`src/rtl/fp_pkg.sv`:
```
// fp_pkg -- shared constants and FSM state type for the int_to_fp converter.
//   INT_W    : integer operand width
//   EXP_W    : IEEE754 single exponent width
//   FRAC_W   : IEEE754 single stored fraction width
//   EXP_BIAS : exponent bias
//   EXP_TOP  : biased exponent of an operand whose MSB sits in bit INT_W-1
// Build option INT_TO_FP_SIGNED_EN is consumed by int_to_fp, not here.
package fp_pkg;

  localparam int INT_W    = 32;
  localparam int EXP_W    = 8;
  localparam int FRAC_W   = 23;
  localparam int EXP_BIAS = 127;
  localparam int CNT_W    = 5;

  localparam logic [EXP_W-1:0] EXP_TOP = EXP_W'(EXP_BIAS + INT_W - 1);

  typedef enum logic [2:0] {
    IDLE  = 3'd0,
    ABS   = 3'd1,
    NORM  = 3'd2,
    ROUND = 3'd3,
    DONE  = 3'd4
  } state_t;

endpackage

```
`src/rtl/fp_round_rne.sv`:
```
// fp_round_rne -- combinational round-to-nearest-even packer.
// Takes a normalised magnitude (bit INT_W-1 set) plus the number of left
// shifts applied, and produces the packed single-precision word.
// Ports:
//   sign    : sign bit to place in the result
//   mag     : normalised magnitude, MSB = implicit leading one
//   count   : leading-zero count removed during normalisation
//   result  : {sign, exponent, fraction} after rounding
//   inexact : high when any discarded bit was nonzero
module fp_round_rne
  import fp_pkg::*;
(
  input  logic             sign,
  input  logic [INT_W-1:0] mag,
  input  logic [CNT_W-1:0] count,
  output logic [INT_W-1:0] result,
  output logic             inexact
);

  localparam int FRAC_LO = INT_W - 1 - FRAC_W;  // lowest kept bit
  localparam int GUARD   = FRAC_LO - 1;

  // Returns {inexact, packed result}.
  function automatic logic [INT_W:0] round_rne(
    input logic             s,
    input logic [INT_W-1:0] m,
    input logic [CNT_W-1:0] c
  );
    logic [EXP_W-1:0]  exp;
    logic [FRAC_W:0]   frac;
    logic              guard;
    logic              sticky;
    logic              up;
    exp    = EXP_TOP - EXP_W'(c);
    guard  = m[GUARD];
    sticky = |m[GUARD-1:0];
    up     = guard & (sticky | m[FRAC_LO]);
    frac   = {1'b0, m[INT_W-2:FRAC_LO]} + (FRAC_W+1)'(up);
    // Fraction wrapped to zero: the mantissa became 2.0, bump the exponent.
    if (frac[FRAC_W]) exp = exp + EXP_W'(1);
    return {guard | sticky, s, exp, frac[FRAC_W-1:0]};
  endfunction

  assign {inexact, result} = round_rne(sign, mag, count);

endmodule

```
`src/rtl/int_to_fp.sv`:
```
// int_to_fp -- multi-cycle 32-bit integer to IEEE754 single converter.
// Sequence: IDLE -> ABS -> NORM (one left shift per cycle) -> ROUND -> DONE.
// Build option: define INT_TO_FP_SIGNED_EN to treat num as two's complement;
// otherwise num is unsigned.
// Ports:
//   clk     : rising-edge clock
//   rst_n   : synchronous active-low reset
//   start   : conversion request, honoured only while ready
//   num     : integer operand, captured on the accepting edge
//   ready   : high in IDLE
//   done    : one-cycle pulse when result/inexact are valid
//   result  : packed single-precision value, held until the next DONE
//   inexact : rounding discarded nonzero bits
module int_to_fp
  import fp_pkg::*;
(
  input  logic             clk,
  input  logic             rst_n,
  input  logic             start,
  input  logic [INT_W-1:0] num,
  output logic             ready,
  output logic             done,
  output logic [INT_W-1:0] result,
  output logic             inexact
);

  state_t           state;
  state_t           state_nxt;
  logic [INT_W-1:0] num_r;
  logic [INT_W-1:0] mag;
  logic             sign;
  logic [CNT_W-1:0] count;
  logic             abs_sign;
  logic [INT_W-1:0] abs_mag;
  logic [INT_W-1:0] rnd_result;
  logic             rnd_inexact;

`ifdef INT_TO_FP_SIGNED_EN
  // Negation wraps 32'h80000000 onto itself, which is exactly 2^31 unsigned.
  assign abs_sign = num_r[INT_W-1];
  assign abs_mag  = abs_sign ? (INT_W'(0) - num_r) : num_r;
`else
  assign abs_sign = 1'b0;
  assign abs_mag  = num_r;
`endif

  fp_round_rne u_round (
    .sign    (sign),
    .mag     (mag),
    .count   (count),
    .result  (rnd_result),
    .inexact (rnd_inexact)
  );

  always_ff @(posedge clk) begin
    if (!rst_n) state <= IDLE;
    else        state <= state_nxt;
  end

  always_comb begin
    state_nxt = state;
    case (state)
      IDLE:    if (start) state_nxt = ABS;
      ABS:     state_nxt = (abs_mag == '0) ? DONE : NORM;
      NORM:    if (mag[INT_W-1]) state_nxt = ROUND;
      ROUND:   state_nxt = DONE;
      DONE:    state_nxt = IDLE;
      default: state_nxt = IDLE;
    endcase
  end

  always_comb begin
    ready = (state == IDLE);
    done  = (state == DONE);
  end

  // Operand / working magnitude: no reset needed, always rewritten before use.
  always_ff @(posedge clk) begin
    case (state)
      IDLE: if (start) num_r <= num;
      ABS: begin
        sign <= abs_sign;
        mag  <= abs_mag;
      end
      NORM: if (!mag[INT_W-1]) mag <= mag << 1;
      default: ;
    endcase
  end

  always_ff @(posedge clk) begin
    if (!rst_n) begin
      count   <= '0;
      result  <= '0;
      inexact <= 1'b0;
    end else begin
      case (state)
        ABS: begin
          count <= '0;
          if (abs_mag == '0) begin
            result  <= '0;
            inexact <= 1'b0;
          end
        end
        NORM: if (!mag[INT_W-1]) count <= count + CNT_W'(1);
        ROUND: begin
          result  <= rnd_result;
          inexact <= rnd_inexact;
        end
        default: ;
      endcase
    end
  end

endmodule
```
`config.mk`:
```
export PLATFORM = sky130hd
export DESIGN_NAME = int_to_fp
export DESIGN_NICKNAME = d
export VERILOG_FILES = /design/src/rtl/fp_pkg.sv /design/src/rtl/fp_round_rne.sv /design/src/rtl/int_to_fp.sv
export SDC_FILE = /design/constraint.sdc
export NUM_CORES = 1
export LEC_CHECK = 0
export CAP_MARGIN = 40
export CORE_MARGIN = 2
export CORE_UTILIZATION = 32
export DETAILED_ROUTE_END_ITERATION = 8
export PLACE_DENSITY = 0.55
export SYNTH_ARGS = -nofsm -noshare
export SYNTH_HDL_FRONTEND = slang
export SYNTH_SLANG_ARGS = --single-unit
export TNS_END_PERCENT = 10
```
`constraint.sdc`:
```
create_clock -name clk -period 2.4 [get_ports clk]
set_input_delay 0.36 -clock clk [delete_from_list [all_inputs] [get_ports clk]]
set_output_delay 0.36 -clock clk [all_outputs]
set_load 0.03 [all_outputs]
```
After elaboration in Yosys (flattened, before gate mapping). Index checks and enable logic that the tools add are counted.

Add/sub/neg operators: 4. Equal/unequal tests: 8. Mux-type cells: 13. Bitwise operators: 3. Reduce and logical (&&, ||, !) cells: 9.

Operators by type and width (number): 32-bit case mux with 2 select lines (2); 32-bit 2-to-1 mux (2); 32-bit logical NOT (1); 23-bit by 1-bit adder with 24-bit output (1); 3-bit case mux with 4 select lines (1); 5-bit case mux with 2 select lines (1); 3-bit 2-to-1 mux (3); 8-bit by 1-bit adder with 8-bit output, second input constant (1); 8-bit 2-to-1 mux (1); 2-bit != test, second input constant (4); 2-bit AND reduction (4); 8-bit by 5-bit subtractor with 8-bit output, first input constant (1); 7-bit OR reduction (1); 3-bit by 2-bit == test with 1-bit output, second input constant (2); 5-bit by 1-bit adder with 5-bit output, second input constant (1); 5-bit 2-to-1 mux (1); 2-bit nonzero test (2); 3-bit by 1-bit == test with 1-bit output, second input constant (1); 3-bit == test, second input constant (1); 3-bit logical NOT (1); 1-bit OR (2); 1-bit case mux with 2 select lines (1); 1-bit bitwise AND (1); 1-bit 2-to-1 mux (1).

Output and inout port bits: 35. Bits of input ports: 35. Register bits after elaboration: 105. Word-level logic and storage cells: 44.

Longest topological paths before layout.
Word-level depth: 6. Depth in mapped cells: 7. Mapped depth without buffers: 7.

Modules after synthesis. A second synthesis with hierarchy kept.

Cell total of the unflattened synthesis: 481. Area, all modules: 4875.9 um^2.

By module, submodules not included: int_to_fp (area an instance 4182.8 um^2, cells an instance 376, seq. area each 2742.6 um^2, instances 1); fp_round_rne (area an instance 693.2 um^2, cells an instance 105, seq. area each 0.0 um^2, instances 1).

Worst setup path after synthesis. No wires, ideal clock.

Kind: reg2reg. Start point: register state[1]. End point: register num_r[0], in the netlist abs_mag[0], enable pin. Slack: -0.036 ns. Period minus slack after synthesis: 2.436 ns. Library setup time: 0.392 ns. Stages on the path, launching flop included: 4. Data arrival time: 2.044 ns. Buffers on the path: 1. Cells stage by stage: dfxtp_1 buf_4 nor3_1 and2_1.

Longest elaborated chain between the ends: 2.

RTL lines: start, declared (RTL line int_to_fp.sv:27) `state_t state;`; start signal, assigned (RTL line int_to_fp.sv:57) `else state <= state_nxt;`; 3-bit logical NOT; net ready (RTL line int_to_fp.sv:21) `output logic ready,`; 2-bit AND reduction (no line); end signal, assigned (RTL line int_to_fp.sv:80) `IDLE: if (start) num_r <= num;`; end, declared (RTL line int_to_fp.sv:29) `logic [INT_W-1:0] num_r;`.

The timed path passes the listed nets, and every way through them passes these cells. A chain may end at the register's enable or synchronous reset.

Final worst setup path.
Start point: register state[1]. End point: output port ready.

Longest elaborated chain between the ends: 1.

RTL lines: 3-bit logical NOT (RTL line int_to_fp.sv:73) `ready = (state == IDLE);`; end, declared (RTL line int_to_fp.sv:21).

No other way between the ends.

==> out/results.ini <==
[status]
status=completed

[critical_path]
required_ns=2.04
reg2reg_depth=6
cpPeakStageDelay_ns=0.71
crit_buf_inv=2
slowest_stage=clkdlybuf4s50_1
start_kind=flip-flop
r2r_slack_ns=0.42
end_kind=primary output
critPathKind=flip-flop to primary output
arrival_ns=1.73
reg2reg_to=result[7]
cp_max_fo=9
path_cells=buf_4 -> nor3_1 -> clkdlybuf4s50_1
reg2reg_from=abs_mag[13]
cp_top_family=buffers and inverters

[clocking]
cts_buffers=9
clkLatencyLatePin_ns=0.35
clkSinkCount=104
post_cts_buffers=0
ctsHoldBuffers=0
post_cts_resized=0
clockBufferDepth=2
htree_levels=3
cts_tree=done
cts.reportedPaths.clkPinSlew_ns=0.07
cts-root-buf=clkbuf_16

[timing]
finalCriticalPeriod_ns=2.092
final_max_slew_viol_count=0
max-slew-margin-rel=0.6411
setup-violations-final=0
rsz0062_at_grt=no
period_share=0.8716
fin_setup_tns_ns=0
tightest_slew_ns=0.5384
skew_ns=0.006617
worst_slack_ns=0.3081
fmax_ghz=0.4780
finalHoldViolCount=0

[detailed_routing]
ant_nets=0
wirelength_mm=9.975
vias=3179
drc=0
via_per_inst=4.809
firstDrtPassIters=4
wl_per_cell_um=15.09
drtIter0Drc=209

[grt]
gr-total-overflow=0
grt_antenna_before_repair=0
use_met1=0.1841
gr-usage-met2=0.1868
grt_pass1_wl_mm=16.10
use_met3=0.02577
grt_pass1_vias=3019
grt_usage=0.1295
grt_max_degree=67
busiest_layer=met2

[yosys]
synth_flop_cell=edfxtp_1
synth_area_per_cell_um2=11.44
yosys-top-cells-area=edfxtp_1, dfxtp_1, a22o_1, nand2b_1, nand2_1
ys_types=53
yosys_warnings=0
syn-cell-area_um2=4667
synth_top_area_cell=edfxtp_1
async_flop_share=0
synth_top_cell_area_share=0.4118
synth_cells=408
synth_nets=445
synth-edff-count=64
synth-seq-cells=104
synth-seq-area-share=0.5834

[job]
drv_cap=0

[placement]
dpl.hpwl_mm=7.166
dp_slack_ns=0.3815
post_dp_cell_area_um2=5517
gp_congestion=0.7549
numPortBuffers=68

[floorplan]
dieArea_um2=15570
io_pins=70
rows=44
core_um2=14370
dieWidth_um=124.8
fp.dieH_um=124.8
floorplan.initialDensity=0.3248

[finish]
antenna_cells=0
drive_above_1_share=0.07547
area_delta_synth_final_pct=25.15
final_area_um2=5841
final_cell_mix=clkdlybuf4s50_1, edfxtp_1, nand2_1
layout.nets=509
mostFrequentLayoutCell=clkdlybuf4s50_1
fillers=1370

[power_and_ir_drop]
total_leakage_power_nw=2.047
power_mw=4.201
peakVddDrop_v=0.0003156
p_per_area_nw_per_um2=719.3

[hold_path]
worstHoldStart=result[8]
min_path_type=flip-flop to flip-flop
holdPathEnd=result[8]
hold_path_depth=1

-- metrics by stage --
stage	hold WS, ns	util	std cells
after floorplan	0.4589	-	408
after global placement	0.4624	0.3839	645
after detailed placement	0.4548	0.3839	645
after CTS	0.4744	0.4065	661
after global routing	0.4866	0.4065	661
final	0.4685	0.4065	661
-- flip-flops by register name (all words and copies together), names as in the netlist --
signal   cells
mag         32
inexact      1
result      31
state        3
abs_mag     32
count        5
-- synth_stat cells, types with 2 or more instances --
cell type / count
a21boi_0: 3
nand4_1: 7
mux2i_1: 2
or3_1: 2
xor2_1: 14
a21oi_1: 4
and3_1: 5
o31ai_1: 3
o21ai_0: 33
nor3b_1: 2
nor2b_1: 2
a21boi_1: 4
a22o_1: 25
nor3_2: 2
ha_1: 2
nand2_1: 45
dfxtp_1: 40
or2_2: 2
xnor2_1: 13
clkbuf_1: 10
buf_4: 7
and4_1: 2
nor2_1: 12
nor4_1: 9
nand2b_1: 29
nand3_1: 14
o2bb2ai_1: 6
nor4b_1: 2
nand4_4: 2
inv_1: 5
edfxtp_1: 64
nand3b_1: 3
nor3_1: 7
and2_1: 4
buf_2: 4
-- worst max-delay path by stage --
stage                           start         end  slack [ns]  cells past startpoint
after floorplan              state[1]      mag[0]        0.26                      6
after global placement    abs_mag[16]  result[15]        0.41                      6
after detailed placement  abs_mag[17]   result[7]        0.38                      6
after CTS                    state[1]       ready        0.27                      3
after global routing      abs_mag[12]  result[22]        0.18                      6
final                        state[1]       ready        0.31                      3
-- worst register-to-register path: cells and delay by family (launching register included) --
family                 cells  cell delay, ns
buffers and inverters      1            0.25
DFF                        1            0.43
and+or+nand+nor            2            0.55
AOI/OAI and AO/OA          3            0.66
-- metal layers --
layer  vias up  part of all wire
met1      1472              0.51
met4         0             0.021
met3        13             0.043
li1       1613                 -
met2        81              0.43
met5         -                 0
-- power by group --
| group | switching, mW | total (mW) | internal [mW] |
|---|---|---|---|
| clock | 0.626 | 1.59 | 0.969 |
| sequential | 0.113 | 2.16 | 2.05 |
| combinational | 0.248 | 0.442 | 0.194 |
-- layout make-up --
class / count / area [um^2] / area share
clock buffer: 13 / 260.3 / 0.04456
clock inverter: 3 / 63.81 / 0.01093
inverter: 5 / 18.77 / 0.003213
multi-input combinational: 276 / 1804 / 0.3089
sequential: 104 / 2723 / 0.4662
tap: 184 / 230.2 / 0.03942
timing repair buffer: 76 / 740.7 / 0.1268
-- cell families after synthesis --
logic type | after synthesis | share of synthesized area
flops | 104 | 0.5834
fa+ha+maj | 2 | 0.005361
other cells | 1 | 0.0008035
simple gates | 161 | 0.2029
mux | 2 | 0.004290
compound gates | 83 | 0.1214
buf+inv | 28 | 0.03110
xor+xnor | 27 | 0.05067
Power figures use the tool's default switching activity.
==> RTL change (same flow settings) <==
Build with the macro `INT_TO_FP_SIGNED_EN` defined.
--- a/src/rtl/int_to_fp.sv
+++ b/src/rtl/int_to_fp.sv
@@ -12,4 +12,6 @@
 //   result  : packed single-precision value, held until the next DONE
 //   inexact : rounding discarded nonzero bits
+`define INT_TO_FP_SIGNED_EN
+
 module int_to_fp
   import fp_pkg::*;
Formal check against the unedited RTL: not equivalent (a bounded check fails within 10 cycles, from zero or initial values and one cycle with rst_n low).
==> RTL change against the unedited design <==
- the run now ends with setup timing left
- hold slack got worse by 61 ps
- final area rose by 51%
- routed wire length rose by 77%
- total power rose by 26%
- utilization rose by 5.0 points
- sequential cell count rose by 2
- final cell count rose by 64%
- die area rose by 33%
- register-to-register slack got worse by 810 ps
- area after synthesis rose by 34%
- critical path depth rose by 7
- first-iteration DRC count rose by 100%
- worst setup slack got worse by 700 ps
- critical endpoint is now result[7]$_SDFFE_PN0P_
==> RTL change: results (changes against the unedited design) <==
crit_start: "num_r[0]$_DFFE_PP_"
drive_above_1_share_pct: 29.8  # +22 points
setup_tns_ps: -13510  # -13510 ps
yosysSeqAreaShare_pct: 44.4  # -14 points
finalClockSkew_ps: 12.9  # +6.31 ps
synthTopCellsByCount: "a21oi_1 (70), edfxtp_1 (65), clkbuf_1 (42)"
violations: "setup timing"
endpoint_kind: "flop"
synthTopCellsByArea: "edfxtp_1 (31%), dfxtp_1 (13%), a21oi_1 (5.6%), xnor2_1 (4.6%), a32oi_1 (4.1%)"
grt_pass1_wl_mm: 28.5  # +77%
slew_headroom_pct: 61.4  # -2.7 points
hp-class: "input port to flop"
grt_start_max_net_pins: 65  # -3.0%
finalWeightedCongestion: 0.944  # +25%
grt_pass1_vias: 5433  # +80%
setup_viol: 38  # +38
dr.pass1.iters: 7  # +3
vias_per_cell: 5.20  # +8.2%
p_leak_uw: 0.00318  # +55%
track_usage_pct: 17.6  # +4.6 points
rr_worst_depth: 10  # +4
hold_start: "rst_n"
clock_latency_ps: 370  # +20 ps
yosys.cell_types.count: 64  # +21%
ir_drop_uv: 422  # +34%
hpwl_mm: 12.6  # +76%
drtIter0Drc: 427  # +100%
fin_ws_ps: -390  # -698 ps
final_nets: 855  # +68%
outcome: "complete, but fails checks"
==> RTL change: changes by cell type in the layout (fill, tap and decap cells not counted), sizes merged, moves of 10 or more <==
cell,delta
a32oi,+29
xnor2,+20
nand2b,-27
nand3b,+30
a21oi,+67
nor2,+14
nand3,+10
nand2,-17
buf,+145
inv,+12
a22o,-24
nor3,+12
==> RTL change: cell type report <==
cell class | count | area (um^2)
fillers | 1838 | 10500
multi-input cells | 464 | 3430
flip-flops and latches | 106 | 2770
repair buffers | 221 | 1920
well taps | 265 | 332
clock buffers | 12 | 258
inverters | 14 | 52.6
clock inverters | 4 | 28.8
==> RTL change: stage by stage <==
step	total power (uW)	cells	setup WS (ps)
2_1_floorplan	3180	639	-364
3_3_place_gp	3760	1041	-514
3_5_place_dp	3790	1041	-551
4_1_cts	5320	1084	-403
5_1_grt	5590	1086	-535
6_report	5310	1086	-390
==> RTL change: worst min path at each step <==
| stage | endpoint | slack, ps | depth (start not counted) |
|---|---|---|---|
| 2_1_floorplan | sign$_DFFE_PP_ | 420 | 0 |
| 3_3_place_gp | result[31]$_SDFFE_PN0P_ | 450 | 2 |
| 3_5_place_dp | result[31]$_SDFFE_PN0P_ | 450 | 2 |
| 4_1_cts | state[0]$_SDFFE_PN0P_ | 400 | 3 |
| 5_1_grt | state[0]$_SDFFE_PN0P_ | 430 | 3 |
| 6_report | state[0]$_SDFFE_PN0P_ | 410 | 3 |
==> RTL change: power by group <==
group / switching [uW] / internal, uW / total [uW]
Combinational: 778 / 677 / 1460
Clock: 701 / 776 / 1480
Sequential: 183 / 2200 / 2380
==> RTL change: kinds of logic (layout without fill, tap and decap cells) <==
family                   count (synthesis)  count (layout)  share of synthesized area (%)
AND/OR/NAND/NOR                        210             210                           20.4
adder cells (fa/ha/maj)                  4               4                          0.802
flip-flops                             106             106                           44.4
multiplexers                             2               2                          0.321
XOR/XNOR                                56              56                           7.86
buffers and inverters                   69             251                           4.85
AO/OA/AOI/OAI                          192             192                           21.3
==> RTL change: routing by layer <==
| metal | global-route usage [%] | wire (um) | share of wire [%] |
|---|---|---|---|
| met1 | 23.5 | 8300 | 47 |
| met2 | 28.9 | 8350 | 47 |
| met3 | 4.03 | 846 | 4.8 |
| met4 | 3.87 | 204 | 1.2 |
| met5 | 0 | 0 | 0 |
==> RTL change: worst max-delay path, cell delays in order (launching register included) <==
cell and delay, ps:
edfxtp_1 450, nor4_4 340, buf_4 180, nand4_1 120, or4_1 560, a21oi_2 200, o2111ai_2 150, nor4_4 250
buf_6 190, buf_12 170, o21ai_2 60
==> RTL change: what timing repair did <==
| item | 4_1_cts | 5_1_grt |
|---|---|---|
| endpoints found under the setup margin | 38 | 42 |
| resized for setup | 32 | 18 |
| gates cloned | 3 | 0 |
| setup buffers | 25 | 4 |
| pin swaps | 13 | 26 |
